--- src/rtl/cfg_scan_loader.sv ---
// Configuration scan-chain loader: takes words over valid/ready and shifts them MSB-first into the chain.
// Build macro CFG_SCAN_CRC_EN adds CRC-8 signatures of the bits shifted in and out (crc, crc_match).
//
// state   | meaning
// S_IDLE  | waiting for start
// S_LOAD  | data_ready high, waiting for the next word
// S_SHIFT | shifting the buffered word into the chain, scan_en high
// S_DONE  | CHAIN_LEN bits shifted, done high until the next start
module cfg_scan_loader #(
  parameter int CHAIN_LEN  = 32,
  parameter int WORD_WIDTH = 8,
  parameter int CNT_W      = $clog2(CHAIN_LEN + 1)
) (
  input  logic                  clk,
  input  logic                  rst,
  input  logic                  start,
  input  logic [WORD_WIDTH-1:0] data_in,
  input  logic                  data_valid,
  output logic                  data_ready,
  output logic                  chain_scan_in,
  output logic                  chain_scan_en,
  input  logic                  chain_scan_out,
  output logic                  busy,
  output logic                  done
`ifdef CFG_SCAN_CRC_EN
  ,
  output logic [7:0]            crc,
  output logic                  crc_match
`endif
);

  localparam int WC_W = $clog2(WORD_WIDTH + 1);

  typedef enum logic [1:0] {
    S_IDLE  = 2'd0,
    S_LOAD  = 2'd1,
    S_SHIFT = 2'd2,
    S_DONE  = 2'd3
  } state_t;

  state_t                r_state;
  state_t                w_state_nxt;
  logic [CNT_W-1:0]      r_cnt;
  logic [CNT_W-1:0]      w_rem_bits;
  logic [WC_W-1:0]       r_wrem;
  logic [WC_W-1:0]       w_word_len;
  logic [WORD_WIDTH-1:0] r_buf;
  logic                  r_ready;
  logic                  r_scan_en;
  logic                  r_busy;
  logic                  r_done;
  logic                  w_ready_nxt;
  logic                  w_scan_en_nxt;
  logic                  w_busy_nxt;
  logic                  w_done_nxt;
  logic                  w_accept;
  logic                  w_start_ok;
  logic                  w_last_bit;

  assign w_accept   = r_ready & data_valid;
  assign w_start_ok = start & ((r_state == S_IDLE) | (r_state == S_DONE));
  assign w_last_bit = (r_state == S_SHIFT) & (r_wrem == WC_W'(1));
  assign w_rem_bits = CNT_W'(CHAIN_LEN) - r_cnt;

  // Bits to shift from the word being accepted: a full word, or only what the chain still needs.
  always_comb begin
    w_word_len = WC_W'(WORD_WIDTH);
    if (32'(w_rem_bits) < 32'(WORD_WIDTH)) begin
      w_word_len = WC_W'(w_rem_bits);
    end
  end

  always_ff @(posedge clk) begin
    if (rst) begin
      r_state   <= S_IDLE;
      r_ready   <= 1'b0;
      r_scan_en <= 1'b0;
      r_busy    <= 1'b0;
      r_done    <= 1'b0;
    end else begin
      r_state   <= w_state_nxt;
      r_ready   <= w_ready_nxt;
      r_scan_en <= w_scan_en_nxt;
      r_busy    <= w_busy_nxt;
      r_done    <= w_done_nxt;
    end
  end

  always_comb begin
    w_state_nxt = r_state;
    case (r_state)
      S_IDLE:  if (start) w_state_nxt = S_LOAD;
      S_LOAD:  if (w_accept) w_state_nxt = S_SHIFT;
      S_SHIFT: begin
        if (w_last_bit) begin
          w_state_nxt = (r_cnt == CNT_W'(CHAIN_LEN - 1)) ? S_DONE : S_LOAD;
        end
      end
      S_DONE:  if (start) w_state_nxt = S_LOAD;
      default: w_state_nxt = S_IDLE;
    endcase
  end

  // Outputs are decoded from the next state so they register in step with it.
  always_comb begin
    w_ready_nxt   = (w_state_nxt == S_LOAD);
    w_scan_en_nxt = (w_state_nxt == S_SHIFT);
    w_busy_nxt    = (w_state_nxt == S_LOAD) | (w_state_nxt == S_SHIFT);
    w_done_nxt    = (w_state_nxt == S_DONE);
  end

  always_ff @(posedge clk) begin
    if (rst) begin
      r_cnt  <= '0;
      r_wrem <= '0;
      r_buf  <= '0;
    end else begin
      if (w_start_ok) begin
        r_cnt <= '0;
      end else if (r_state == S_SHIFT) begin
        r_cnt <= r_cnt + CNT_W'(1);
      end

      if (w_accept) begin
        r_buf  <= data_in;
        r_wrem <= w_word_len;
      end else if (r_state == S_SHIFT) begin
        r_buf  <= r_buf << 1;
        r_wrem <= r_wrem - WC_W'(1);
      end
    end
  end

  assign data_ready    = r_ready;
  assign chain_scan_en = r_scan_en;
  assign chain_scan_in = r_buf[WORD_WIDTH-1];
  assign busy          = r_busy;
  assign done          = r_done;

`ifdef CFG_SCAN_CRC_EN
  logic [7:0] r_crc;
  logic [7:0] r_crc_old;
  logic [7:0] w_crc_nxt;
  logic [7:0] w_crc_old_nxt;
  logic       r_crc_match;

  function automatic logic [7:0] crc8_step(input logic [7:0] c, input logic b);
    return {c[6:0], 1'b0} ^ ((c[7] ^ b) ? 8'h07 : 8'h00);
  endfunction

  // Chain emits its old content in the same order new bits enter, so equal CRCs mean an identical reload.
  always_comb begin
    w_crc_nxt     = r_crc;
    w_crc_old_nxt = r_crc_old;
    if (w_start_ok) begin
      w_crc_nxt     = 8'h00;
      w_crc_old_nxt = 8'h00;
    end else if (r_state == S_SHIFT) begin
      w_crc_nxt     = crc8_step(r_crc, chain_scan_in);
      w_crc_old_nxt = crc8_step(r_crc_old, chain_scan_out);
    end
  end

  always_ff @(posedge clk) begin
    if (rst) begin
      r_crc       <= 8'h00;
      r_crc_old   <= 8'h00;
      r_crc_match <= 1'b0;
    end else begin
      r_crc       <= w_crc_nxt;
      r_crc_old   <= w_crc_old_nxt;
      r_crc_match <= (w_state_nxt == S_DONE) & (w_crc_nxt == w_crc_old_nxt);
    end
  end

  assign crc       = r_crc;
  assign crc_match = r_crc_match;
`else
  logic w_unused_scan_out;
  assign w_unused_scan_out = chain_scan_out;
`endif

endmodule
--- config.mk ---
export PLATFORM = sky130hd
export DESIGN_NAME = cfg_scan_loader
export DESIGN_NICKNAME = d
export VERILOG_FILES = /design/src/rtl/cfg_scan_loader.sv
export SDC_FILE = /design/constraint.sdc
export NUM_CORES = 1
export LEC_CHECK = 0
export BUFFER_PORTS_ARGS = -buffer_cell sky130_fd_sc_hd__buf_2
export CAP_MARGIN = 20
export CORE_ASPECT_RATIO = 1.2
export CORE_UTILIZATION = 35
export DETAILED_ROUTE_END_ITERATION = 8
export HOLD_SLACK_MARGIN = 0.06
export SYNTH_ARGS = -nofsm -noshare
export SYNTH_HDL_FRONTEND = slang
export SYNTH_SLANG_ARGS = --single-unit
export TNS_END_PERCENT = 1
--- constraint.sdc ---
create_clock -name clk -period 3.9 [get_ports clk]
set_clock_uncertainty 0.2 [all_clocks]
set_input_delay 0.39 -clock clk [delete_from_list [all_inputs] [get_ports clk]]
set_output_delay 0.39 -clock clk [all_outputs]
set_load 0.05 [all_outputs]
---- After elaboration in Yosys (flattened, before gate mapping) ----
Index checks and enable logic that the tools add are counted.
storage, ports and cells
  register bits after elaboration ......... 24
  input port bits ......................... 13
  output and inout bits ................... 5
  word-level logic and storage cells ...... 39
operators by class
  add/subtract/negate cells ............... 3
  magnitude comparators ................... 1
  equality and inequality tests ........... 8
  muxes and demuxes ....................... 10
  bitwise logic cells ..................... 5
  reductions and logical operators ........ 4
operator list
  cell                                                                   count
  8-bit two-way mux                                                      2
  4-bit two-way mux                                                      3
  2-bit == test (second input constant)                                  4
  2-bit two-way mux                                                      4
  6-bit by 1-bit adder with 6-bit output (second input constant)         1
  6-bit by 5-bit == test with 1-bit output (second input constant)       1
  6-bit by 4-bit < comparator with 1-bit output (second input constant)  1
  2-bit one-hot mux with 3 select lines                                  1
  6-bit subtractor (first input constant)                                1
  2-bit by 1-bit == test with 1-bit output (second input constant)       2
  4-bit by 1-bit == test with 1-bit output (second input constant)       1
  2-bit OR reduction                                                     2
  4-bit by 1-bit subtractor with 4-bit output (second input constant)    1
  1-bit AND                                                              3
  2-bit zero test                                                        1
  1-bit OR                                                               2
  2-bit nonzero test                                                     1

---- Longest topological paths before layout ----
Gate-level depths: netlist of run 1.
  depth after elaboration ................. 6
  depth in mapped cells ................... 8
  depth with buffers taken out ............ 8

---- Worst setup path before layout of run 1 ----
No wires, ideal clock.
  kind .................................... flip-flop to flip-flop
  start ................................... reg r_cnt[0]
  end ..................................... reg r_scan_en, in the netlist chain_scan_en
  setup time .............................. 128 ps
  data arrival time ....................... 1,519 ps
  required time ........................... 3,572 ps
  slack ................................... 2,053 ps
  stages on the path, launching flop included .. 7
  buffers on the path ..................... 0
  clock period less this slack ............ 1,847 ps
  cells stage by stage .................... dfxtp_1 -> ha_1 -> and4_1 -> and4bb_1 -> or2_1 -> ha_1 -> nor2b_1
between the ends
  word-level cells in the longest chain between the ends .. 5
RTL lines
  item                                      line  text
  from (decl)                               43    logic [CNT_W-1:0] r_cnt;
  from (signal assigned)                    121   r_cnt <= r_cnt + CNT_W'(1);
  6-bit by 5-bit == test with 1-bit output  96    w_state_nxt = (r_cnt == CNT_W'(CHAIN_LEN - 1)) ? S_DONE : S_LOAD;
  2-bit two-way mux                         96
  2-bit two-way mux                         95    if (w_last_bit) begin
  2-bit one-hot mux with 3 select lines     91    case (r_state)
  named net w_state_nxt[1]                  42    state_t w_state_nxt;
  2-bit == test                             107   w_scan_en_nxt = (w_state_nxt == S_SHIFT);
  named net w_scan_en_nxt                   53    logic w_scan_en_nxt;
  to (signal assigned)                      83    r_scan_en <= w_scan_en_nxt;
  to (decl)                                 49    logic r_scan_en;
The timed path passes the listed nets, and every way through them passes these cells.
A chain may end at the register's enable or synchronous reset.

---- Worst setup path in the final report of run 1 ----
  start ................................... reg r_wrem[0]
  end ..................................... reg r_done, in the netlist done
between the ends
  word-level cells in the longest chain between the ends .. 5
RTL lines
  item                                      line  text
  from (decl)                               45    logic [WC_W-1:0] r_wrem;
  from (signal assigned)                    126   r_wrem <= w_word_len;
  from (signal assigned)                    129   r_wrem <= r_wrem - WC_W'(1);
  4-bit by 1-bit == test with 1-bit output  62    assign w_last_bit = (r_state == S_SHIFT) & (r_wrem == WC_W'(1));
  1-bit AND                                 62
  2-bit two-way mux                         95
  2-bit one-hot mux with 3 select lines     91
  named net w_state_nxt[1]                  42
  2-bit == test                             109   w_done_nxt = (w_state_nxt == S_DONE);
  named net w_done_nxt                      55    logic w_done_nxt;
  to (signal assigned)                      85    r_done <= w_done_nxt;
  to (decl)                                 51    logic r_done;
The timed path passes the listed nets, and every way through them passes these cells.

==> results.txt, run 1 <==
----------------------------------------------------
[Clock network]
  Clock latency on the worst-skew pair ... 270 ps
  Root buffer selected by CTS ... sky130_fd_sc_hd__clkbuf_8
  Number of buffers inserted during clock tree synthesis ... 3
  Hold buffer count at CTS ... 0
  Resized Gates After CTS ... 0
  # H-tree levels ... 1
  Clock Sink Count ... 24
  Post-CTS clock slew at the launch and capture registers of the worst setup and hold paths ... 80 ps
  Buffer depth of the longest clock path ... 2
  Post-CTS repair timing setup buffer count ... 0
  Clock tree from TritonCTS ... built

[Synth]
  Seq cells post-synth ... 24
  Post-synthesis instance total ... 134
  Proportion of synthesized flip-flops having asynchronous set or reset ... 0%
  Most common library cells after synthesis ... sky130_fd_sc_hd__dfxtp_1 (24), sky130_fd_sc_hd__nor2_1 (16), sky130_fd_sc_hd__ha_1 (9), sky130_fd_sc_hd__inv_1 (9), sky130_fd_sc_hd__nand2_1 (9)
  Top cell type's share of synthesized area ... 38.7%
  YS warnings ... 0
  Post-synthesis cell type with the largest combined area ... sky130_fd_sc_hd__dfxtp_1
  Mean Syn Cell Area ... 9.27 sq um
  Seq/Total Area, Yosys ... 38.7%
  Unique masters post-synth ... 33
  Most instantiated flip-flop cell in the synthesis netlist ... sky130_fd_sc_hd__dfxtp_1
  Biggest area contributors in the synthesized netlist ... sky130_fd_sc_hd__dfxtp_1 (39%), sky130_fd_sc_hd__ha_1 (9.1%), sky130_fd_sc_hd__mux2i_1 (6.4%)
  EDFF count, synth ... 0
  Synth Net Count ... 156
  Netlist Area Pre-Place ... 1240 sq um
  Most common cell in the synthesized netlist ... sky130_fd_sc_hd__dfxtp_1

[STA]
  Ratio of final minimum period to clock period ... 53.5%
  Worst-case headroom to the max-slew limit ... 53.9%
  Setup Viol. Count Final ... 0
  Max Clk Rate ... 480 MHz
  Final Max Tran Viols ... 0
  Setup total negative slack ... 0 ps
  Smallest setup slack after layout ... 1820 ps
  Actual transition at the worst max-transition pin ... 690 ps
  Final Critical Period ... 2080 ps
  Final Hold Violating Endpoints ... 0
  Unrepaired setup endpoints after global routing ... false

[Floorplanning]
  Width of the die ... 56.4 um
  Placeable core region ... 3370 sq um
  Total Die Area ... 3790 sq um
  Number of rows created at floorplan ... 23
  Die H ... 67.3 um
  Initial core utilization ... 36.9%
  # IOs ... 18

[Layout]
  Layout-stage area growth over the synthesis result ... 11.1%
  NumNets Final ... 172
  Total inserted antenna cells ... 0
  Fraction of final layout cells with drive strength greater than 1 ... 16.2%

[Worst hold path]
  Worst min-delay path category ... in2reg

[Pwr]
  Sw Share ... 28.0%
  Combinational cell fraction of total power ... 17.2%
  Peak VDD IR ... 0.000239 V
  Flop pwr share ... 53.8%
  Power density over the cells ... 363 nW/um^2
  Net switching power ... 140 uW
  Leakage power summed over all cells ... 0.534 nW
  PnR Total Power ... 501 uW
  Cell Int Power ... 361 uW
  Clock group share of total power ... 29.0%

[Worst setup path]
  Maximum fanout encountered on the critical timing path ... 4
  Worst Setup Start Kind ... flip-flop
  Cell type group with the largest total delay on the critical path ... simple AND/OR/NAND/NOR gates
  Slowest stage cell on the critical path ... sky130_fd_sc_hd__dfxtp_1
  CP arrival ... 2030 ps
  Crit path cell chain ... ha_1 -> nor3b_1 -> nand2b_1 -> a21oi_1 -> or2_1 -> ha_1 -> nor2b_1
  Cell type with the highest occurrence count on the critical path ... sky130_fd_sc_hd__ha_1
  Crit Path Category ... reg2reg
  Worst path bufs/invs ... 0
  Req. time, crit path ... 3850 ps
  Critical path capture point type ... flip-flop
  Critical Path Max Stage Delay ... 420 ps

[Job]
  Maximum capacitance violations ... 0

[Global route]
  Overall routing resource usage ... 13.7%
  Initial antenna violation count ... 0
  Maximum number of pins on one net before global-route repair ... 22
  Number of global-route vias before repair ... 946
  Global-route wire length before repair ... 4110 um
  Aggregate global routing overflow ... 0

[Placed design]
  Worst Setup Slack post-DPL ... 1800 ps
  Port buffer count ... 16
  Detailed-placement wirelength estimate ... 1600 um
  Global placer's final weighted congestion ... 0.803

[Route]
  Vias per cell ... 5.21
  Total detailed-routing wirelength ... 2260 um
  Via total after detailed routing ... 963
  DRC viols ... 0
  First DRT Iteration DRCs ... 26
  Antenna Nets Post-Route ... 0
  DR WL/cell ... 12.2 um
  Pre-Repair DR Iteration Count ... 4

[Run status]
  Run status ... completed

----------------------------------------------------
-- worst min-delay path: cells and delay by family --
| kind | cells | cell delay [ps] |
|---|---|---|
| buffers and inverters | 1 | 90 |
| AO/OA/AOI/OAI | 1 | 50 |
| AND/OR/NAND/NOR | 1 | 50 |
-- layout by cell type, fill, tap and decap left out, types with 4 or more instances in the layout --
cell,n
sky130_fd_sc_hd__dfxtp_1,24
sky130_fd_sc_hd__nor2_1,16
sky130_fd_sc_hd__buf_2,16
sky130_fd_sc_hd__inv_1,9
sky130_fd_sc_hd__nand2_1,9
sky130_fd_sc_hd__ha_1,9
sky130_fd_sc_hd__mux2i_1,8
sky130_fd_sc_hd__a211oi_1,8
sky130_fd_sc_hd__a21oi_1,7
sky130_fd_sc_hd__xnor2_1,5
sky130_fd_sc_hd__o21ai_0,4
-- through the flow --
step                      instances  instance area, sq um  utilization, %  hold WS (ps)
after CTS                       185                  1380            41.0           154
after global placement          182                  1340            39.8           275
final                           185                  1380            41.0           162
after detailed placement        182                  1340            39.8           285
after global routing            185                  1380            41.0           170
after floorplan                 134                  1240               -           260
-- per-layer routing --
layer	vias to the layer above	wire, um	GRT usage (%)	part of all wire (%)
met2	19	1180	25.9	52
li1	493	-	-	-
met4	0	52	7.32	2.3
met3	5	57	1.72	2.5
met1	446	966	15.1	43
met5	-	0	0	0
-- state kept, by name, summed over array words and instances, names as in the netlist --
signal         flops
r_buf              8
r_cnt              6
r_wrem             4
r_state            2
busy               1
chain_scan_en      1
data_ready         1
done               1
-- logic make-up (layout without fill, tap and decap cells) --
group,after synthesis,after routing,synth area share (%)
flip-flops,24,24,38.7
buffers and inverters,15,29,5.74
XOR/XNOR,8,8,5.64
adder cells (fa/ha/maj),9,9,9.06
multiplexers,8,8,6.45
AND/OR/NAND/NOR,43,43,19.3
AO/OA/AOI/OAI,27,27,15.1
-- layout make-up --
cell class / instances / area [sq um]
flip-flops and latches: 24 / 480
repair buffers: 17 / 87.6
clock buffers: 3 / 41.3
inverters: 9 / 33.8
well taps: 37 / 46.3
multi-input cells: 95 / 691
fillers: 342 / 1990
-- power by group through the flow --
| stage | clock network (mW) | logic, mW | registers [mW] |
|---|---|---|---|
| after floorplan | 0 | 0.0489 | 0.289 |
| after global placement | 0 | 0.0816 | 0.274 |
| after detailed placement | 0 | 0.0859 | 0.275 |
| after CTS | 0.151 | 0.0867 | 0.269 |
| after global routing | 0.158 | 0.0959 | 0.271 |
| final | 0.145 | 0.0861 | 0.270 |
-- worst paths after layout --
check | startpoint | to | slack [ps] | depth (start not counted)
worst max-delay path | r_wrem[0] | done | 1820 | 7
worst min-delay path | data_in[0] | r_buf[0] | 160 | 3
worst max register to register | r_wrem[0] | done | 1820 | 7
worst min register to register | r_buf[0] | r_buf[0] | 300 | 2
Power figures use the tool's default switching activity.
==> inputs of run 2 (changes only) <==
- ABC_AREA: unset -> 1
- clock period: 3.9 -> 1.8 ns (I/O delays scaled with it)
==> run 2 against run 1 <==
Net effect: wire length rose by 15%; global-route usage rose by 0.78 points; sequential power rose by 140%; non-clock buffer count rose by 21; highest routed layer unchanged; critical endpoint is now busy; setup slack got worse by 1800 ps.
==> results.txt, run 2 <==
----------------------------------------------------
[Worst setup path]
  Destination of the worst register-to-register timing path ... busy
  Slowest stage cell on the critical path ... sky130_fd_sc_hd__dfxtp_2
  CP arrival ... 1750 ps
  Critical Path Max Stage Delay ... 330 ps
  Critical path capture point type ... flip-flop
  Reg2reg path depth ... 10
  Worst Setup Start Kind ... flip-flop
  Reg-to-Reg Start ... r_state[0]
  Req. time, crit path ... 1810 ps
  Cell type group with the largest total delay on the critical path ... buffers and inverters
  Worst setup slack for register-to-register paths ... 60 ps
  Worst path bufs/invs ... 4
  Maximum fanout encountered on the critical timing path ... 4
  Crit Path Category ... reg2reg
  Crit path cell chain ... inv_1 -> ha_4 -> buf_4 -> inv_1 -> o211a_1 -> nand2_1 -> nand2_2 -> inv_1 -> ha_1 -> nor2_1
  Cell type with the highest occurrence count on the critical path ... sky130_fd_sc_hd__inv_1

[Placed design]
  Global placer's final weighted congestion ... 0.820
  Placed cell count ... 232
  Post-Place Cell Area ... 1440 sq um
  Detailed-placement wirelength estimate ... 1880 um
  Worst Setup Slack post-DPL ... -2.48 ps
  Port buffer count ... 16

[Layout]
  Count of fill cells added during filler insertion ... 356
  NumNets Final ... 231
  Biggest regs ... r_buf (8), r_cnt (6), r_wrem (4)
  Number of flip-flops under the largest register name ... 8
  Reg with most FFs ... r_buf
  Multi-input logic area ... 692 sq um
  Final core utilization ... 47.8%
  Final Instance Area ... 1620 sq um
  Layout-stage area growth over the synthesis result ... 28.8%
  Top library cells by usage in the layout, fill and taps aside ... sky130_fd_sc_hd__nand2_1 (33), sky130_fd_sc_hd__a21oi_1 (25), sky130_fd_sc_hd__dfxtp_1 (22)
  Combined flip-flop and latch cell area ... 483 sq um
  Count of placed standard cells in the final layout, fillers left out ... 244
  Fraction of final layout cells with drive strength greater than 1 ... 23.7%
  Total inserted antenna cells ... 0
  Most common cell after layout, fill and taps aside ... sky130_fd_sc_hd__nand2_1

[Pwr]
  Combinational cell fraction of total power ... 36.5%
  Leakage power summed over all cells ... 0.760 nW
  Net switching power ... 539 uW
  Sw Share ... 35.5%
  Power density over the cells ... 936 nW/um^2
  Cell Int Power ... 981 uW
  Clock group share of total power ... 21.1%
  PnR Total Power ... 1.52 mW
  Flop pwr share ... 42.4%
  Peak VDD IR ... 0.000552 V

[Global route]
  Overall routing resource usage ... 14.5%
  Initial antenna violation count ... 0
  Maximum number of pins on one net before global-route repair ... 16
  Global-route wire length before repair ... 4300 um
  Number of global-route vias before repair ... 1059
  Aggregate global routing overflow ... 0

[STA]
  Max Clk Rate ... 576 MHz
  Final Max Tran Viols ... 0
  Unrepaired setup endpoints after global routing ... true
  Smallest setup slack after layout ... 65.0 ps
  Ratio of final minimum period to clock period ... 96.4%
  Setup Viol. Count Final ... 0
  Setup total negative slack ... 0 ps
  Final Hold Violating Endpoints ... 0
  Actual transition at the worst max-transition pin ... 273 ps
  Worst Hold Margin ... 175 ps
  Final Critical Period ... 1740 ps
  Worst-case headroom to the max-slew limit ... 81.8%

[Clock network]
  # H-tree levels ... 1
  Root buffer selected by CTS ... sky130_fd_sc_hd__clkbuf_8
  Clock latency on the worst-skew pair ... 270 ps
  Buffer depth of the longest clock path ... 2
  Clock tree from TritonCTS ... built
  Post-CTS repair timing setup buffer count ... 0
  Clock Sink Count ... 24
  Number of buffers inserted during clock tree synthesis ... 3
  Post-CTS clock slew at the launch and capture registers of the worst setup and hold paths ... 80 ps

[Synth]
  Netlist Area Pre-Place ... 1260 sq um
  Most common library cells after synthesis ... sky130_fd_sc_hd__nand2_1 (35), sky130_fd_sc_hd__a21oi_1 (25), sky130_fd_sc_hd__dfxtp_1 (24)
  Synth Net Count ... 194
  Post-synthesis instance total ... 172
  Most common cell in the synthesized netlist ... sky130_fd_sc_hd__nand2_1
  Proportion of synthesized flip-flops having asynchronous set or reset ... 0%
  Unique masters post-synth ... 25
  Top cell type's share of synthesized area ... 38.1%
  Most instantiated flip-flop cell in the synthesis netlist ... sky130_fd_sc_hd__dfxtp_1
  Seq cells post-synth ... 24
  YS warnings ... 0
  Post-synthesis cell type with the largest combined area ... sky130_fd_sc_hd__dfxtp_1
  Seq/Total Area, Yosys ... 38.1%
  Mean Syn Cell Area ... 7.33 sq um
  Biggest area contributors in the synthesized netlist ... sky130_fd_sc_hd__dfxtp_1 (38%), sky130_fd_sc_hd__nand2_1 (10%), sky130_fd_sc_hd__a21oi_1 (9.9%)
  EDFF count, synth ... 0

[Floorplanning]
  Placeable core region ... 3400 sq um
  Number of rows created at floorplan ... 23
  Total Die Area ... 3850 sq um
  # IOs ... 18
  Width of the die ... 56.8 um
  Die H ... 67.8 um
  Initial core utilization ... 37.1%

[Worst hold path]
  Startpoint of the tightest hold check path ... start
  Worst Hold Path Cells ... 4
  Hold path endpoint ... r_cnt[5]
  Worst min-delay path category ... in2reg

[Route]
  Total detailed-routing wirelength ... 2600 um
  First DRT Iteration DRCs ... 20
  Antenna Nets Post-Route ... 0
  DRC viols ... 0
  Pre-Repair DR Iteration Count ... 3
  Via total after detailed routing ... 1160
  Vias per cell ... 4.75
  DR WL/cell ... 10.7 um

[Run status]
  Run status ... completed

[Job]
  Maximum capacitance violations ... 0

----------------------------------------------------
-- run 2: cell count changes after synthesis, sizes merged, moves of 7 or more --
cell,delta
inv,+15
nand2,+28
a21oi,+19
a211oi,-7
mux2i,-8
o21ai,+8
-- run 2: cells by family (layout without fill, tap and decap cells) --
logic type / Yosys count / in the layout / synth area share [%]
AOI/OAI and AO/OA: 42 / 42 / 18.0
buffers and inverters: 30 / 65 / 10.4
and+or+nand+nor: 64 / 64 / 22.5
DFF: 24 / 24 / 38.1
xor gates and xnor gates: 3 / 3 / 2.08
adders and majority gates: 9 / 9 / 8.93
-- run 2: worst register-to-register path: cells and delay by family (launching register included) --
family	cells	cell delay, ps
AOI/OAI and AO/OA	1	210
adders and majority gates	2	370
buffers and inverters	4	370
DFF	1	330
and+or+nand+nor	3	210
-- run 2: layer usage --
metal | GRT usage [%] | up-vias | routed length (um)
met5 | 0 | - | 0
met4 | 6.40 | 0 | 45
met3 | 2.49 | 5 | 50
met2 | 25.4 | 9 | 1230
met1 | 17.5 | 518 | 1280
li1 | - | 628 | -
-- run 2: power by group through the flow --
stage | combinational [mW] | clock [mW] | sequential (mW)
floorplan | 0.280 | 0 | 0.736
global placement | 0.502 | 0 | 0.654
detailed placement | 0.503 | 0 | 0.655
CTS | 0.530 | 0.329 | 0.643
global route | 0.618 | 0.358 | 0.655
finish | 0.555 | 0.320 | 0.645
-- run 2: area by class of cell --
| cell class | count | share of cell area, % |
|---|---|---|
| clock buffer | 3 | 2.54 |
| inverter | 24 | 5.55 |
| multi-input combinational | 118 | 42.6 |
| sequential | 24 | 29.7 |
| tap | 37 | 2.85 |
| timing repair buffer | 38 | 16.7 |
-- run 2: worst max path at each step --
stage                from       endpoint  cells after the start
2_1_floorplan  r_state[0]  chain_scan_en                     11
3_3_place_gp   r_state[0]           busy                      9
3_5_place_dp   r_state[0]           busy                      9
4_1_cts        r_state[0]           busy                     10
5_1_grt        r_state[0]           busy                     10
6_report       r_state[0]           busy                     10
-- run 2: what timing repair did --
item / CTS / global route
gates resized for setup: 3 / 11
setup endpoints to repair: 2 / 5
hold endpoints to repair: 15 / 0
hold buffers: 9 / 0
pin swaps: 0 / 3
==> inputs of run 3 (changes only) <==
- CAP_MARGIN: 20 -> 15
- CORE_UTILIZATION: 35 -> 30
==> run 3 against run 2 <==
Net effect: the flow now finishes with violations (hold timing); largest power group unchanged; power rose by 15%; critical endpoint is now done; highest routed layer unchanged; non-clock buffer count up 1; sequential cell count unchanged.
==> results.txt, run 3 (synthesis results as in run 2) <==
----------------------------------------------------
[Layout]
  Most common cell after layout, fill and taps aside ... sky130_fd_sc_hd__nand2_1
  NumNets Final ... 232
  Top library cells by usage in the layout, fill and taps aside ... sky130_fd_sc_hd__nand2_1 (33), sky130_fd_sc_hd__a21oi_1 (24), sky130_fd_sc_hd__dfxtp_1 (20)
  Reg with most FFs ... r_buf
  Number of flip-flops under the largest register name ... 8
  Layout-stage area growth over the synthesis result ... 35.7%
  Total inserted antenna cells ... 0
  Fraction of final layout cells with drive strength greater than 1 ... 28.2%
  Biggest regs ... r_buf (8), r_cnt (6), r_wrem (4)
  Count of fill cells added during filler insertion ... 432
  Multi-input logic area ... 721 sq um
  Count of placed standard cells in the final layout, fillers left out ... 263
  Combined flip-flop and latch cell area ... 485 sq um

[Clock network]
  Clock latency on the worst-skew pair ... 270 ps
  Buffer depth of the longest clock path ... 2
  Post-CTS clock slew at the launch and capture registers of the worst setup and hold paths ... 90 ps
  # H-tree levels ... 1
  Clock Sink Count ... 24
  Root buffer selected by CTS ... sky130_fd_sc_hd__clkbuf_8
  Clock tree from TritonCTS ... built
  Hold buffer count at CTS ... 8
  Number of buffers inserted during clock tree synthesis ... 3

[STA]
  Smallest setup slack after layout ... 50.7 ps
  Unrepaired setup endpoints after global routing ... true
  Setup Viol. Count Final ... 0
  Worst-case headroom to the max-slew limit ... 83.0%
  Worst Hold Margin ... -0.260 ps
  Max Clk Rate ... 572 MHz
  Final Max Tran Viols ... 0
  Setup total negative slack ... 0 ps
  Actual transition at the worst max-transition pin ... 254 ps
  Final Critical Period ... 1750 ps
  Ratio of final minimum period to clock period ... 97.2%
  Final Hold Violating Endpoints ... 1

[Pwr]
  Clock group share of total power ... 27.2%
  Flop pwr share ... 36.9%
  Cell Int Power ... 1.17 mW
  Sw Share ... 33.1%
  Power density over the cells ... 1020 nW/um^2
  Leakage power summed over all cells ... 0.779 nW
  Peak VDD IR ... 0.000480 V
  PnR Total Power ... 1.75 mW
  Net switching power ... 579 uW
  Combinational cell fraction of total power ... 35.9%

[Worst setup path]
  CP arrival ... 1710 ps
  Cell type group with the largest total delay on the critical path ... simple AND/OR/NAND/NOR gates
  Destination of the worst register-to-register timing path ... done
  Worst setup slack for register-to-register paths ... 50 ps
  Worst path bufs/invs ... 3
  Critical Path Max Stage Delay ... 340 ps
  Worst Setup Start Kind ... flip-flop
  Crit path cell chain ... inv_1 -> ha_4 -> nand4_1 -> nand3b_1 -> nand2_2 -> nor2_4 -> inv_2 -> ha_1 -> inv_1 -> nor2_1
  Maximum fanout encountered on the critical timing path ... 4
  Crit Path Category ... reg2reg
  Reg2reg path depth ... 10
  Slowest stage cell on the critical path ... sky130_fd_sc_hd__dfxtp_2
  Cell type with the highest occurrence count on the critical path ... sky130_fd_sc_hd__inv_1
  Critical path capture point type ... flip-flop
  Reg-to-Reg Start ... r_state[0]
  Req. time, crit path ... 1760 ps

[Worst hold path]
  Startpoint of the tightest hold check path ... rst
  Worst min-delay path category ... in2reg
  Worst Hold Path Cells ... 2
  Hold path endpoint ... r_buf[0]

[Placed design]
  Placed cell count ... 249
  Global placer's final weighted congestion ... 0.775
  Detailed-placement wirelength estimate ... 1910 um
  Worst Setup Slack post-DPL ... -66.7 ps
  Port buffer count ... 16

[Floorplanning]
  Initial core utilization ... 31.7%
  Number of rows created at floorplan ... 25
  # IOs ... 18
  Placeable core region ... 3970 sq um
  Total Die Area ... 4470 sq um
  Width of the die ... 61.2 um
  Die H ... 73.0 um

[Global route]
  Number of global-route vias before repair ... 1117
  Overall routing resource usage ... 13.9%
  Global-route wire length before repair ... 4640 um
  Initial antenna violation count ... 0
  Maximum number of pins on one net before global-route repair ... 16
  Aggregate global routing overflow ... 0

[Job]
  Maximum capacitance violations ... 0

[Route]
  Antenna Nets Post-Route ... 0
  Vias per cell ... 4.56
  DRC viols ... 0
  DR WL/cell ... 10.5 um
  First DRT Iteration DRCs ... 34
  Total detailed-routing wirelength ... 2760 um
  Pre-Repair DR Iteration Count ... 4
  Via total after detailed routing ... 1198

[Run status]
  Violated checks ... hold timing
  Run status ... complete, but fails checks

----------------------------------------------------
-- run 3: layout make-up --
cell class                 count  share of cell area, %
clock inverter                 1                   1.75
sequential                    24                   28.4
tap                           54                   3.95
clock buffer                   3                   2.41
inverter                      24                   5.26
multi-input combinational    118                   42.1
timing repair buffer          39                   16.2
-- run 3: worst max path at each step --
stage	startpoint	to	slack, ps	cells after the start
6_report	r_state[0]	done	50	10
5_1_grt	r_state[0]	done	-60	10
4_1_cts	r_state[0]	chain_scan_en	-2	10
2_1_floorplan	r_state[0]	chain_scan_en	10	11
3_5_place_dp	r_state[0]	chain_scan_en	-70	10
3_3_place_gp	r_state[0]	done	-20	10
-- run 3: power by group through the flow --
stage / registers [mW] / logic, mW / clock network [mW]
floorplan: 0.736 / 0.280 / 0
global placement: 0.652 / 0.521 / 0
detailed placement: 0.654 / 0.524 / 0
CTS: 0.642 / 0.543 / 0.493
global route: 0.655 / 0.716 / 0.514
finish: 0.646 / 0.628 / 0.477
-- run 3: per-stage QoR --
step	hold WS [ps]	cell area, sq um	util [%]
finish	-0.260	1710	43.1
global route	2.26	1710	43.1
CTS	1.53	1620	40.8
detailed placement	238	1470	36.9
global placement	238	1470	36.9
floorplan	126	1260	-
-- run 3: timing repair --
action                     in CTS  in global routing
hold endpoints to repair       15                  8
buffers inserted                0                  2
setup endpoints to repair       3                  5
gates cloned                    0                  0
pin swaps                       0                  9
gates resized for setup         2                 20
-- run 3: per-layer routing --
layer,track usage (%),vias up,part of all wire [%]
met3,1.77,2,1.7
met4,6.57,0,1.4
met1,16.6,552,44
met2,24.0,16,53
met5,0,-,0
li1,-,628,-
